--- src/rtl/act_writeback_pkg.sv ---
// rtl/act_writeback_pkg.sv - shared widths, sizes and drain state encodings for the writeback stage
package act_writeback_pkg;

  localparam int DATA_W  = 16;
  localparam int ACT_NUM = 16;
  localparam int ADDR_W  = $clog2(ACT_NUM);

  typedef logic [DATA_W-1:0] pe_data_t;
  typedef logic [ADDR_W-1:0] pe_act_no_t;

  typedef enum logic [1:0] {
    WB_IDLE  = 2'd0,
    WB_DRAIN = 2'd1,
    WB_DONE  = 2'd2
  } wb_state_e;

  localparam pe_act_no_t LAST_ACT = pe_act_no_t'(ACT_NUM - 1);

endpackage

--- src/rtl/act_writeback_if.sv ---
// rtl/act_writeback_if.sv - writeback, operand and drain stream signals of the writeback stage
interface act_writeback_if;
  import act_writeback_pkg::*;

  logic       comp_en_wb;
  pe_act_no_t out_act_addr_wb;
  pe_data_t   add_result_wb;
  logic       comp_en_rd;
  pe_act_no_t out_act_addr_rd;
  pe_data_t   out_act_value_add;
  logic       layer_done;
  logic       act_out_valid;
  logic       act_out_ready;
  pe_act_no_t act_out_addr;
  pe_data_t   act_out_data;
  logic       busy;
  logic       drain_done;
  logic       wr_err;

  modport master (
    output comp_en_wb, out_act_addr_wb, add_result_wb, comp_en_rd, out_act_addr_rd,
           layer_done, act_out_ready,
    input  out_act_value_add, act_out_valid, act_out_addr, act_out_data, busy,
           drain_done, wr_err
  );

  modport slave (
    input  comp_en_wb, out_act_addr_wb, add_result_wb, comp_en_rd, out_act_addr_rd,
           layer_done, act_out_ready,
    output out_act_value_add, act_out_valid, act_out_addr, act_out_data, busy,
           drain_done, wr_err
  );

endinterface

--- src/rtl/act_writeback_out_act_rf.sv ---
// rtl/act_writeback_out_act_rf.sv - output-activation flop array, one write port, two async read ports
module act_writeback_out_act_rf
  import act_writeback_pkg::*;
(
  input  logic       clk,
  input  logic       rst,
  input  logic       we,
  input  pe_act_no_t waddr,
  input  pe_data_t   wdata,
  input  pe_act_no_t op_addr,
  output pe_data_t   op_data,
  input  pe_act_no_t drain_addr,
  output pe_data_t   drain_data
);

  pe_data_t mem [ACT_NUM];

  always_ff @(posedge clk) begin
    if (!rst) begin
      for (int i = 0; i < ACT_NUM; i++) begin
        mem[i] <= '0;
      end
    end else if (we) begin
      mem[waddr] <= wdata;
    end
  end

  assign op_data    = mem[op_addr];
  assign drain_data = mem[drain_addr];

endmodule

--- src/rtl/act_writeback.sv ---
// rtl/act_writeback.sv - PE accumulate writeback: RF commit, forwarded operand read, layer-end drain
module act_writeback
  import act_writeback_pkg::*;
(
  input logic            clk,
  input logic            rst,
  act_writeback_if.slave bus
);

  wb_state_e  state;
  pe_act_no_t cnt;
  pe_act_no_t rd_addr_q;
  pe_data_t   rd_data_q;
  logic       act_out_valid_q;
  logic       busy_q;
  logic       drain_done_q;
  logic       wr_err_q;

  logic       wr_commit;
  logic       beat;
  logic       rf_we;
  pe_act_no_t rf_waddr;
  pe_data_t   rf_wdata;
  pe_data_t   rf_op_data;
  pe_data_t   rf_drain_data;

  // Compute writes are dropped while draining; forwarding follows the same rule.
  assign wr_commit = bus.comp_en_wb && (state != WB_DRAIN);
  assign beat      = (state == WB_DRAIN) && bus.act_out_ready;

  always_comb begin
    rf_we    = wr_commit;
    rf_waddr = bus.out_act_addr_wb;
    rf_wdata = bus.add_result_wb;
    if (beat) begin
      rf_we    = 1'b1;
      rf_waddr = cnt;
      rf_wdata = '0;
    end
  end

  act_writeback_out_act_rf u_rf (
    .clk        (clk),
    .rst        (rst),
    .we         (rf_we),
    .waddr      (rf_waddr),
    .wdata      (rf_wdata),
    .op_addr    (bus.out_act_addr_rd),
    .op_data    (rf_op_data),
    .drain_addr (cnt),
    .drain_data (rf_drain_data)
  );

  always_ff @(posedge clk) begin
    if (!rst) begin
      rd_addr_q <= '0;
      rd_data_q <= '0;
    end else if (bus.comp_en_rd) begin
      rd_addr_q <= bus.out_act_addr_rd;
      rd_data_q <= (wr_commit && (bus.out_act_addr_wb == bus.out_act_addr_rd))
                   ? bus.add_result_wb : rf_op_data;
    end
  end

  always_ff @(posedge clk) begin
    if (!rst) begin
      state           <= WB_IDLE;
      cnt             <= '0;
      act_out_valid_q <= 1'b0;
      busy_q          <= 1'b0;
      drain_done_q    <= 1'b0;
      wr_err_q        <= 1'b0;
    end else begin
      drain_done_q <= 1'b0;
      if (bus.comp_en_wb && (state == WB_DRAIN)) begin
        wr_err_q <= 1'b1;
      end
      case (state)
        WB_IDLE: begin
          if (bus.layer_done) begin
            state           <= WB_DRAIN;
            cnt             <= '0;
            act_out_valid_q <= 1'b1;
            busy_q          <= 1'b1;
          end
        end
        WB_DRAIN: begin
          if (bus.act_out_ready) begin
            if (cnt == LAST_ACT) begin
              state           <= WB_DONE;
              act_out_valid_q <= 1'b0;
              busy_q          <= 1'b0;
              drain_done_q    <= 1'b1;
            end else begin
              cnt <= cnt + 1'b1;
            end
          end
        end
        WB_DONE: begin
          state <= WB_IDLE;
          cnt   <= '0;
        end
        default: begin
          state           <= WB_IDLE;
          cnt             <= '0;
          act_out_valid_q <= 1'b0;
          busy_q          <= 1'b0;
        end
      endcase
    end
  end

  // Distance-1 forwarding: register followed by a single mux.
  assign bus.out_act_value_add = (wr_commit && (bus.out_act_addr_wb == rd_addr_q))
                                 ? bus.add_result_wb : rd_data_q;
  assign bus.act_out_valid     = act_out_valid_q;
  assign bus.act_out_addr      = cnt;
  assign bus.act_out_data      = rf_drain_data;
  assign bus.busy              = busy_q;
  assign bus.drain_done        = drain_done_q;
  assign bus.wr_err            = wr_err_q;

endmodule

--- src/flat_wrapper.sv ---
// flat-port wrapper written by rule: the top's interface ports become plain ports
module act_writeback_flat import act_writeback_pkg::*;
  (clk, rst, bus_comp_en_wb, bus_out_act_addr_wb, bus_add_result_wb, bus_comp_en_rd, bus_out_act_addr_rd, bus_layer_done, bus_act_out_ready, bus_out_act_value_add, bus_act_out_valid, bus_act_out_addr, bus_act_out_data, bus_busy, bus_drain_done, bus_wr_err);
  act_writeback_if bus_i ();
  input logic clk;
  input logic rst;
  input wire logic [$bits(bus_i.comp_en_wb)-1:0] bus_comp_en_wb;
  input wire logic [$bits(bus_i.out_act_addr_wb)-1:0] bus_out_act_addr_wb;
  input wire logic [$bits(bus_i.add_result_wb)-1:0] bus_add_result_wb;
  input wire logic [$bits(bus_i.comp_en_rd)-1:0] bus_comp_en_rd;
  input wire logic [$bits(bus_i.out_act_addr_rd)-1:0] bus_out_act_addr_rd;
  input wire logic [$bits(bus_i.layer_done)-1:0] bus_layer_done;
  input wire logic [$bits(bus_i.act_out_ready)-1:0] bus_act_out_ready;
  output wire logic [$bits(bus_i.out_act_value_add)-1:0] bus_out_act_value_add;
  output wire logic [$bits(bus_i.act_out_valid)-1:0] bus_act_out_valid;
  output wire logic [$bits(bus_i.act_out_addr)-1:0] bus_act_out_addr;
  output wire logic [$bits(bus_i.act_out_data)-1:0] bus_act_out_data;
  output wire logic [$bits(bus_i.busy)-1:0] bus_busy;
  output wire logic [$bits(bus_i.drain_done)-1:0] bus_drain_done;
  output wire logic [$bits(bus_i.wr_err)-1:0] bus_wr_err;
  assign bus_i.comp_en_wb = bus_comp_en_wb;
  assign bus_i.out_act_addr_wb = bus_out_act_addr_wb;
  assign bus_i.add_result_wb = bus_add_result_wb;
  assign bus_i.comp_en_rd = bus_comp_en_rd;
  assign bus_i.out_act_addr_rd = bus_out_act_addr_rd;
  assign bus_i.layer_done = bus_layer_done;
  assign bus_i.act_out_ready = bus_act_out_ready;
  assign bus_out_act_value_add = bus_i.out_act_value_add;
  assign bus_act_out_valid = bus_i.act_out_valid;
  assign bus_act_out_addr = bus_i.act_out_addr;
  assign bus_act_out_data = bus_i.act_out_data;
  assign bus_busy = bus_i.busy;
  assign bus_drain_done = bus_i.drain_done;
  assign bus_wr_err = bus_i.wr_err;
  act_writeback u_core (.clk(clk), .rst(rst), .bus(bus_i));
endmodule
--- config.mk ---
export PLATFORM = sky130hd
export DESIGN_NAME = act_writeback_flat
export DESIGN_NICKNAME = d
export VERILOG_FILES = /design/src/rtl/act_writeback_pkg.sv /design/src/rtl/act_writeback_if.sv /design/src/rtl/act_writeback_out_act_rf.sv /design/src/rtl/act_writeback.sv /design/src/flat_wrapper.sv
export SDC_FILE = /design/constraint.sdc
export NUM_CORES = 1
export LEC_CHECK = 0
export ABC_AREA = 0
export CAP_MARGIN = 20
export CORE_ASPECT_RATIO = 0.6
export CORE_MARGIN = 1
export CORE_UTILIZATION = 55
export DETAILED_ROUTE_END_ITERATION = 16
export GPL_TIMING_DRIVEN = 1
export PLACE_DENSITY = 0.77
export SETUP_SLACK_MARGIN = 0.15
export SYNTH_ARGS = -nofsm -noshare
export SYNTH_HDL_FRONTEND = slang
export SYNTH_HIERARCHICAL = 1
export SYNTH_SLANG_ARGS = --single-unit
--- constraint.sdc ---
create_clock -name clk -period 3.76 [get_ports clk]
set_input_delay 0.752 -clock clk [delete_from_list [all_inputs] [get_ports clk]]
set_output_delay 0.752 -clock clk [all_outputs]
set_load 0.01 [all_outputs]
======== Word level (Yosys, flattened, before mapping) ========
Memory sizes are Yosys's and may differ from the RTL's. A register that Yosys moved wholly into a read port is not among the register bits.
Index checks and enable logic that the tools add are counted.
cells by class
  shift-type cells ........................ 0
  bitwise logic cells ..................... 1
  $add $sub $neg .......................... 1
  magnitude comparators ................... 0
  reductions and logical operators ........ 11
  eq/ne operators ......................... 10
  $mul .................................... 0
  div/mod/pow operators ................... 0
  multiplexer cells ....................... 27
operator list
  operator                                                                count
  16-bit 2-to-1 mux                                                       4
  4-bit 2-to-1 mux                                                        7
  16-bit OR reduction                                                     1
  1-bit 2-to-1 mux                                                        10
  3-bit AND reduction                                                     3
  4-bit equality test                                                     2
  2-bit != test (second input constant)                                   4
  4-bit one-hot mux with 2 select lines                                   1
  2-bit 2-to-1 mux                                                        3
  1-bit logical AND                                                       5
  4-bit by 1-bit adder with 4-bit output (second input constant)          1
  4-bit equality test (second input constant)                             1
  2-bit one-hot mux with 2 select lines                                   1
  4-bit AND reduction                                                     1
  1-bit one-hot mux with 3 select lines                                   1
  2-bit by 1-bit equality test with 1-bit output (second input constant)  1
  2-bit equality test (second input constant)                             1
  2-bit logical NOT                                                       1
  2-bit by 1-bit != test with 1-bit output (second input constant)        1
  1-bit inverter                                                          1
storage, ports and cells
  bits in read-only memories .............. 0
  register bits ........................... 29
  memories kept ........................... 1
  bits in writable memories ............... 256
  bits in latches ......................... 0
  input port bits ......................... 30
memories
  name             depth  bits a word  read ports  clocked after memory_dff  write ports  line                            text
  u_core.u_rf.mem  16     16           2           1                         16           act_writeback_out_act_rf.sv:16  pe_data_t mem [ACT_NUM];

======== Depth between registers and ports, before layout ========
Gate-level depths: netlist of the first run.
  depth after elaboration ................. 8
  gate-level depth with buffers ........... 8

======== Modules after synthesis ========
The synthesis of the first run kept the hierarchy.
modules (own cells, without submodules)
  module                    instances  cells each  area an instance (sq um)
  act_writeback_out_act_rf  1          859         13558.0
  act_writeback             1          170         1659.1

======== Least setup slack after synthesis of the first run ========
No wires, ideal clock.
  path type ............................... in2reg
  from .................................... input port bus_act_out_ready
  to ...................................... memory u_core/u_rf/mem[3][0] in the netlist's numbering, enable pin
  path buffers ............................ 1
  required time ........................... 3.349 ns
  data arrival time ....................... 3.155 ns
  path slack .............................. 0.194 ns
  stages .................................. 5
  cells stage by stage .................... nand3b_1 clkbuf_1 mux2_2 nand4bb_4 o21ai_0
RTL lines
  item         line                            text
  from (decl)  flat_wrapper.sv:13              input wire logic [$bits(bus_i.act_out_ready)-1:0] bus_act_out_ready;
  to (decl)    act_writeback_out_act_rf.sv:16

==> results by group, run 1 <==
Timing
  • Post-layout minimum cycle time: 3.51 ns
  • Slew HR: 0.246
  • Worst Clk Skew: 0.0141 ns
  • Final setup viols: 0
  • Fmax: 285 MHz
  • Worst Tran Pin Value: 1.13 ns
  • RSZ-0062 raised after global routing: no
  • Post-route clock period utilization: 0.933
  • Setup total negative slack: 0 ns
  • Min setup slack post-route: 0.253 ns
  • Max Slew Vio Count: 0
  • Hold Vio Cnt, Final: 0

Critical path
  • WP data arrival: 2.75 ns
  • CP Data Required Time: 3.01 ns
  • Crit path kind: reg2out
  • Crit path capture type: output port
  • CP Max Fanout: 25
  • Worst setup SP type: flip-flop

Synthesis
  • Largest family of logic cells by synthesized area: multiplexers
  • Main synth FF type: edfxtp_1
  • Mux share of post-synthesis cell area: 0.207
  • Sequential share of the synthesized area: 0.543
  • Post-synth ARST share: 0
  • Syn Inst Count: 1,029
  • Cell variety after synth: 48
  • Post-synthesis compound-gate area fraction: 0.0515
  • Adder-cell share of the synthesized area: 0.000822
  • Syn avg cell area: 14.8 sq um
  • XOR/XNOR Fraction of Synth Area: 0.00518
  • Seq cells post-synth: 285
  • Synth Cell Area: 15,200 sq um
  • Simple-Gate Fraction of Synth Area: 0.163
  • Number of flops mapped to enable cells by yosys: 256
  • Syn nets: 1,060
  • Ys Warns: 6

Place
  • GPL Wtd Cong: 0.870
  • Buffers on Ports: 69
  • DP Worst Slack: 0.195 ns
  • Hpwl dp: 25.7 mm

Finish
  • Layout cells sized above 1: 0.256
  • Area grow syn2layout: 14.4%
  • Layout Utilization: 0.650
  • Final net count: 1,125
  • Most common cell after layout, fill and taps aside: and2_1
  • Fillers: 1,903
  • Most frequent cells in the layout: and2_1 (291), edfxtp_1 (256), mux4_2 (128)

Power and ir drop
  • Cell leakage power: 6.23 nW
  • PwrDens: 416 nW/um^2
  • Peak VDD IR: 0.000322 V

Floorplan
  • Total Die Area: 28,400 sq um
  • Row count: 46
  • Initial Utilization: 0.569
  • Die Height: 131 microns
  • Ports: 70
  • Die width: 217 microns
  • Core area: 26,800 sq um

Worst hold path
  • HP Class: reg2reg

Clock network
  • Clk sinks: 285
  • H-tree depth: 1
  • Clk Latency, worst-skew pair: 0.56 ns
  • Hold_buf cts: 0
  • TritonCTS Buffers: 27
  • CTS Buffer Depth: 3
  • CTS tree: built
  • Root buffer cell: clkbuf_16
  • Reg clk slew, reported paths: 0.07 ns

Global routing
  • Initial antenna violation count: 2
  • First-pass GRT wire length: 59.3 mm
  • Vias in the first global route: 9,585
  • Largest net degree at the start of global routing: 66
  • Remaining global-route overflow: 0
  • Total GRT Usage: 0.292

Status
  • Status: finished, final reports clean

Drt
  • Initial DRC Count: 990
  • # DRC: 0
  • Final WL: 40.4 mm
  • Total number of vias: 9,621
  • Routed Antenna Nets: 0
  • Pre-Repair DR Iteration Count: 5
  • Via density: 6.52
  • Average wire per standard cell: 27.4 microns

Job
  • Max cap viols: 0
[layout make-up]
class	count	area, sq um	area share
well taps	360	450	0.0259
clock buffers	37	776	0.0446
diodes	1	2.50	0.000144
inverters	1	3.75	0.000216
multi-input cells	655	6520	0.375
clock inverters	12	113	0.00647
repair buffers	124	1260	0.0725
flip-flops and latches	285	8280	0.476
[power breakdown]
| group | total, mW | internal [mW] | switching [mW] |
|---|---|---|---|
| registers | 3.65 | 3.58 | 0.0702 |
| clock network | 2.77 | 1.58 | 1.19 |
| logic | 0.829 | 0.386 | 0.443 |
[repair_timing]
action,4_1_cts,5_1_grt
setup endpoints to repair,10,13
pin swaps,0,1
setup buffers,3,1
cloned,0,1
gates resized for setup,0,6
[path summary, 6_finish.rpt]
check	from	end	slack, ns	cells after the start
hold / removal	u_core/bus.wr_err$_SDFFE_PN0P_	u_core/bus.wr_err$_SDFFE_PN0P_	0.49	2
setup / recovery	u_core/bus.act_out_addr[0]$_SDFFE_PN0P_	bus_act_out_data[6]	0.25	5
setup reg to reg	u_core/state[0]$_SDFFE_PN0P_	u_core/u_rf/mem[5][8]$_SDFFCE_PN0P_	1.04	5
hold reg to reg	u_core/bus.wr_err$_SDFFE_PN0P_	u_core/bus.wr_err$_SDFFE_PN0P_	0.49	2
[cells in the mapped netlist, drive strengths merged, types with 2 or more instances]
| cell type | count | area, sq um |
|---|---|---|
| nand3 | 3 | 15.0 |
| a22oi | 65 | 488 |
| dfxtp | 29 | 581 |
| nor2 | 19 | 124 |
| a21oi | 3 | 18.8 |
| xor2 | 4 | 35.0 |
| nor3 | 8 | 72.6 |
| a221o | 16 | 168 |
| mux2 | 20 | 225 |
| mux4 | 128 | 2880 |
| a31oi | 2 | 12.5 |
| nand2b | 7 | 58.8 |
| xnor2 | 5 | 43.8 |
| edfxtp | 256 | 7690 |
| clkbuf | 51 | 204 |
| o21ai | 12 | 60.1 |
| nor2b | 13 | 81.3 |
| nand2 | 40 | 158 |
| nand4 | 2 | 27.5 |
| nand4b | 2 | 47.6 |
| mux2i | 4 | 40.0 |
| buf | 37 | 243 |
| and2 | 291 | 1820 |
[cell families after synthesis]
kind of cell             after synthesis
multiplexers                         152
XOR/XNOR                               9
AND/OR/NAND/NOR                      391
AO/OA/AOI/OAI                        102
flip-flops                           285
buffers and inverters                 89
adder cells (fa/ha/maj)                1
[worst max-delay path, cell delays in order (launching register included)]
cell and delay, ns:
dfxtp_4 0.42, buf_12 0.24, mux4_2 0.54, a22oi_1 0.35, nand2_1 0.14, clkdlybuf4s50_1 0.51
[sequential cells by signal, indices dropped and copies added (netlist names)]
register and flops:
u_core/bus.drain_done 1, u_core/bus.busy 1, u_core/u_rf/mem 256, u_core/rd_data_q 16, u_core/rd_addr_q 4, u_core/state 2, u_core/bus.act_out_addr 4, u_core/bus.wr_err 1
[per-layer routing]
metal | wire length (microns) | up-vias | GRT usage
met5 | 0 | - | 0.00167
met1 | 15800 | 4815 | 0.400
met2 | 17800 | 607 | 0.439
met4 | 1620 | 0 | 0.133
li1 | - | 4088 | -
met3 | 5180 | 111 | 0.0847
[through the flow]
step | cell area [sq um] | total power [mW] | std cells | hold slack [ns]
floorplan | 15200 | 4.20 | 1029 | 0.504
global placement | 16400 | 4.50 | 1420 | 0.470
detailed placement | 16400 | 4.53 | 1420 | 0.476
CTS | 17300 | 7.27 | 1472 | 0.491
global route | 17400 | 7.45 | 1474 | 0.522
finish | 17400 | 7.25 | 1475 | 0.488
No activity file was read; power rests on OpenSTA's default activity.
==> inputs of run 2 (changes only) <==
Settings changed: CORE_UTILIZATION 55 to 50, PLACE_DENSITY 0.77 to 0.71.
==> run 2 against run 1 <==
Via count increased by 1.7%. Highest routed layer unchanged. Worst hold slack improved by 0.0092 ns. Combinational power grew 2%. Utilization decreased by 5.9 points. Critical path depth is the same. Routed wire length rose by 5.7%. First-iteration DRC count up 33%. Flip-flop and latch count did not move. Count of clock-buffer cells in the layout rose by 2.
==> results by group, run 2 (synthesized netlist as in run 1, its figures left out) <==
Status
  • Status: finished, final reports clean

Clock network
  • Clk Latency, worst-skew pair: 0.57 ns (about the same)
  • CTS Buffer Depth: 3 (unchanged)
  • CTS tree: built
  • H-tree depth: 1 (unchanged)
  • Reg clk slew, reported paths: 0.07 ns (about the same)
  • Clk sinks: 285 (unchanged)
  • Root buffer cell: clkbuf_16
  • Hold_buf cts: 0 (unchanged)
  • TritonCTS Buffers: 28 (+3.7%)

Timing
  • Post-route clock period utilization: 0.946 (+0.0138)
  • Final setup viols: 0 (unchanged)
  • RSZ-0062 raised after global routing: yes
  • Fmax: 281 MHz (-1.5%)
  • Worst Tran Pin Value: 0.969 ns (-0.160 ns)
  • Worst hold margin: 0.497 ns (+0.00916 ns)
  • Slew HR: 0.353 (+0.108)
  • Hold Vio Cnt, Final: 0 (unchanged)
  • Max Slew Vio Count: 0 (unchanged)
  • Post-layout minimum cycle time: 3.56 ns (+0.0517 ns)
  • Worst Clk Skew: 0.0118 ns (-0.00228 ns)
  • Setup total negative slack: 0 ns (unchanged)

Drt
  • Top routing layer used: met4
  • Final WL: 42.7 mm (+5.7%)
  • Routed Antenna Nets: 0 (unchanged)
  • # DRC: 0 (unchanged)
  • Routed length on met3: 5.24 mm (+1.2%)
  • Via density: 6.37 (-2.3%)
  • Initial DRC Count: 1,319 (+33%)
  • Met1 Routed Length: 18.1 mm (+14%)
  • Total number of vias: 9,784 (+1.7%)
  • Average wire per standard cell: 27.8 microns (+1.5%)
  • Met2 WL: 18.5 mm (+4.0%)
  • Pre-Repair DR Iteration Count: 5 (unchanged)

Finish
  • Post-route cell area: 17,700 sq um (+1.7%)
  • Fillers: 2,374 (+25%)
  • Most common cell after layout, fill and taps aside: and2_1
  • Area of the multi-input gates: 6560 sq um (+0.65%)
  • Largest register FFs: 256 (unchanged)
  • Top reg by flops: u_core/u_rf/mem
  • # diodes: 0 (-1)
  • Area grow syn2layout: 16.2%
  • Final net count: 1,137 (+1.1%)
  • Layout cells sized above 1: 0.277 (+0.0216)
  • Biggest regs: u_core/u_rf/mem: 256 flops, u_core/rd_data_q: 16 flops
  • Sequential Area: 8280 sq um (unchanged)
  • Most frequent cells in the layout: and2_1 (290), edfxtp_1 (256), mux4_2 (128)

Job
  • Max cap viols: 0 (unchanged)

Place
  • GPL Wtd Cong: 0.857 (-1.4%)
  • Hpwl dp: 27.5 mm (+7.2%)
  • Placed Area: 16,600 sq um (+0.81%)
  • Buffers on Ports: 69 (unchanged)

Critical path
  • WP data arrival: 2.81 ns (+0.06 ns)
  • CP Max Fanout: 13 (-48%)
  • Slowest cell on the critical path: mux4_2
  • CP Data Required Time: 3.01 ns (about the same)
  • Crit path capture type: output port
  • Crit path kind: reg2out
  • CP startpoint: u_core/bus.act_out_addr[0]$_SDFFE_PN0P_
  • Crit path cell chain: buf_12 -> mux4_2 -> a22oi_1 -> nand2_1 -> clkdlybuf4s50_1
  • Worst setup SP type: flip-flop
  • Crit path largest cell delay: 0.52 ns (-0.02 ns)
  • Worst R2R Start: u_core/state[0]$_SDFFE_PN0P_

Floorplan
  • Ports: 70 (unchanged)
  • Die width: 227 microns (+4.8%)
  • Die Height: 137 microns (+4.8%)
  • Initial Utilization: 0.509 (-0.0600)
  • Core area: 29,900 sq um (+12%)
  • Row count: 49 (+6.5%)
  • Total Die Area: 31,200 sq um (+9.9%)

Global routing
  • Initial antenna violation count: 0 (-2)
  • Largest net degree at the start of global routing: 42 (-36%)
  • First-pass GRT wire length: 62.8 mm (+5.9%)
  • Total GRT Usage: 0.285 (-0.00707)
  • Vias in the first global route: 9,536 (-0.51%)
  • Remaining global-route overflow: 0 (unchanged)

Power and ir drop
  • Cell leakage power: 6.47 nW (+3.8%)
  • PwrDens: 424 nW/um^2 (+1.9%)
  • Peak VDD IR: 0.000393 V (+22%)

Worst hold path
  • Start point of the worst min-delay path: u_core/bus.wr_err$_SDFFE_PN0P_
  • HP Class: reg2reg
run 2: cell types whose count changed in the layout (fill, tap and decap cells not counted), sizes merged, moves of 2 or more:
cell | previous run | this run
buf | 56 | 69
clkdlybuf4s50 | 63 | 55
dlymetal6s2s | 4 | 11
bufinv | 2 | 4
run 2: cell type report:
| class | count | share of cell area |
|---|---|---|
| clock buffers | 39 | 0.0449 |
| flip-flops and latches | 285 | 0.468 |
| well taps | 408 | 0.0289 |
| multi-input cells | 655 | 0.371 |
| repair buffers | 135 | 0.0766 |
| inverters | 1 | 0.000212 |
| clock inverters | 13 | 0.0106 |
run 2: repair_timing:
action / 4_1_cts / 5_1_grt
gates resized for setup: 0 / 17
setup buffers: 2 / 8
gates cloned: 0 / 0
pin swaps: 0 / 2
endpoints found under the setup margin: 9 / 20
run 2: power breakdown:
part	switching, mW	total [mW]	internal, mW
Sequential	0.0727	3.65	3.58
Clock	1.25	3.01	1.76
Combinational	0.456	0.843	0.387
run 2: layer usage:
layer	GRT usage	vias to the layer above
met2	0.412	633
met1	0.434	4977
met3	0.0668	72
met4	0.0727	0
met5	0	-
li1	-	4102
run 2: critical path, delay by kind of cell, from the launching register on:
kind / cells / cell delay, ns
AOI/OAI and AO/OA: 1 / 0.36
muxes: 1 / 0.52
DFF: 1 / 0.48
and+or+nand+nor: 1 / 0.16
buffers and inverters: 2 / 0.71
run 2: per-stage QoR:
step                power (mW)  utilization  std cells  setup slack (ns)
finish                    7.51        0.591       1536             0.201
global route              7.72        0.591       1536             0.145
CTS                       7.53        0.587       1528             0.164
detailed placement        4.54        0.553       1474             0.181
global placement          4.52        0.553       1474             0.170
floorplan                 4.20            -       1029             0.194
run 2: final timing paths:
path                                           endpoint  depth (start not counted)  slack [ns]
setup reg to reg  u_core/u_rf/mem[14][14]$_SDFFCE_PN0P_                          5        0.91
hold reg to reg          u_core/bus.wr_err$_SDFFE_PN0P_                          2        0.50
hold / removal           u_core/bus.wr_err$_SDFFE_PN0P_                          2        0.50
setup / recovery                    bus_act_out_data[8]                          5        0.20
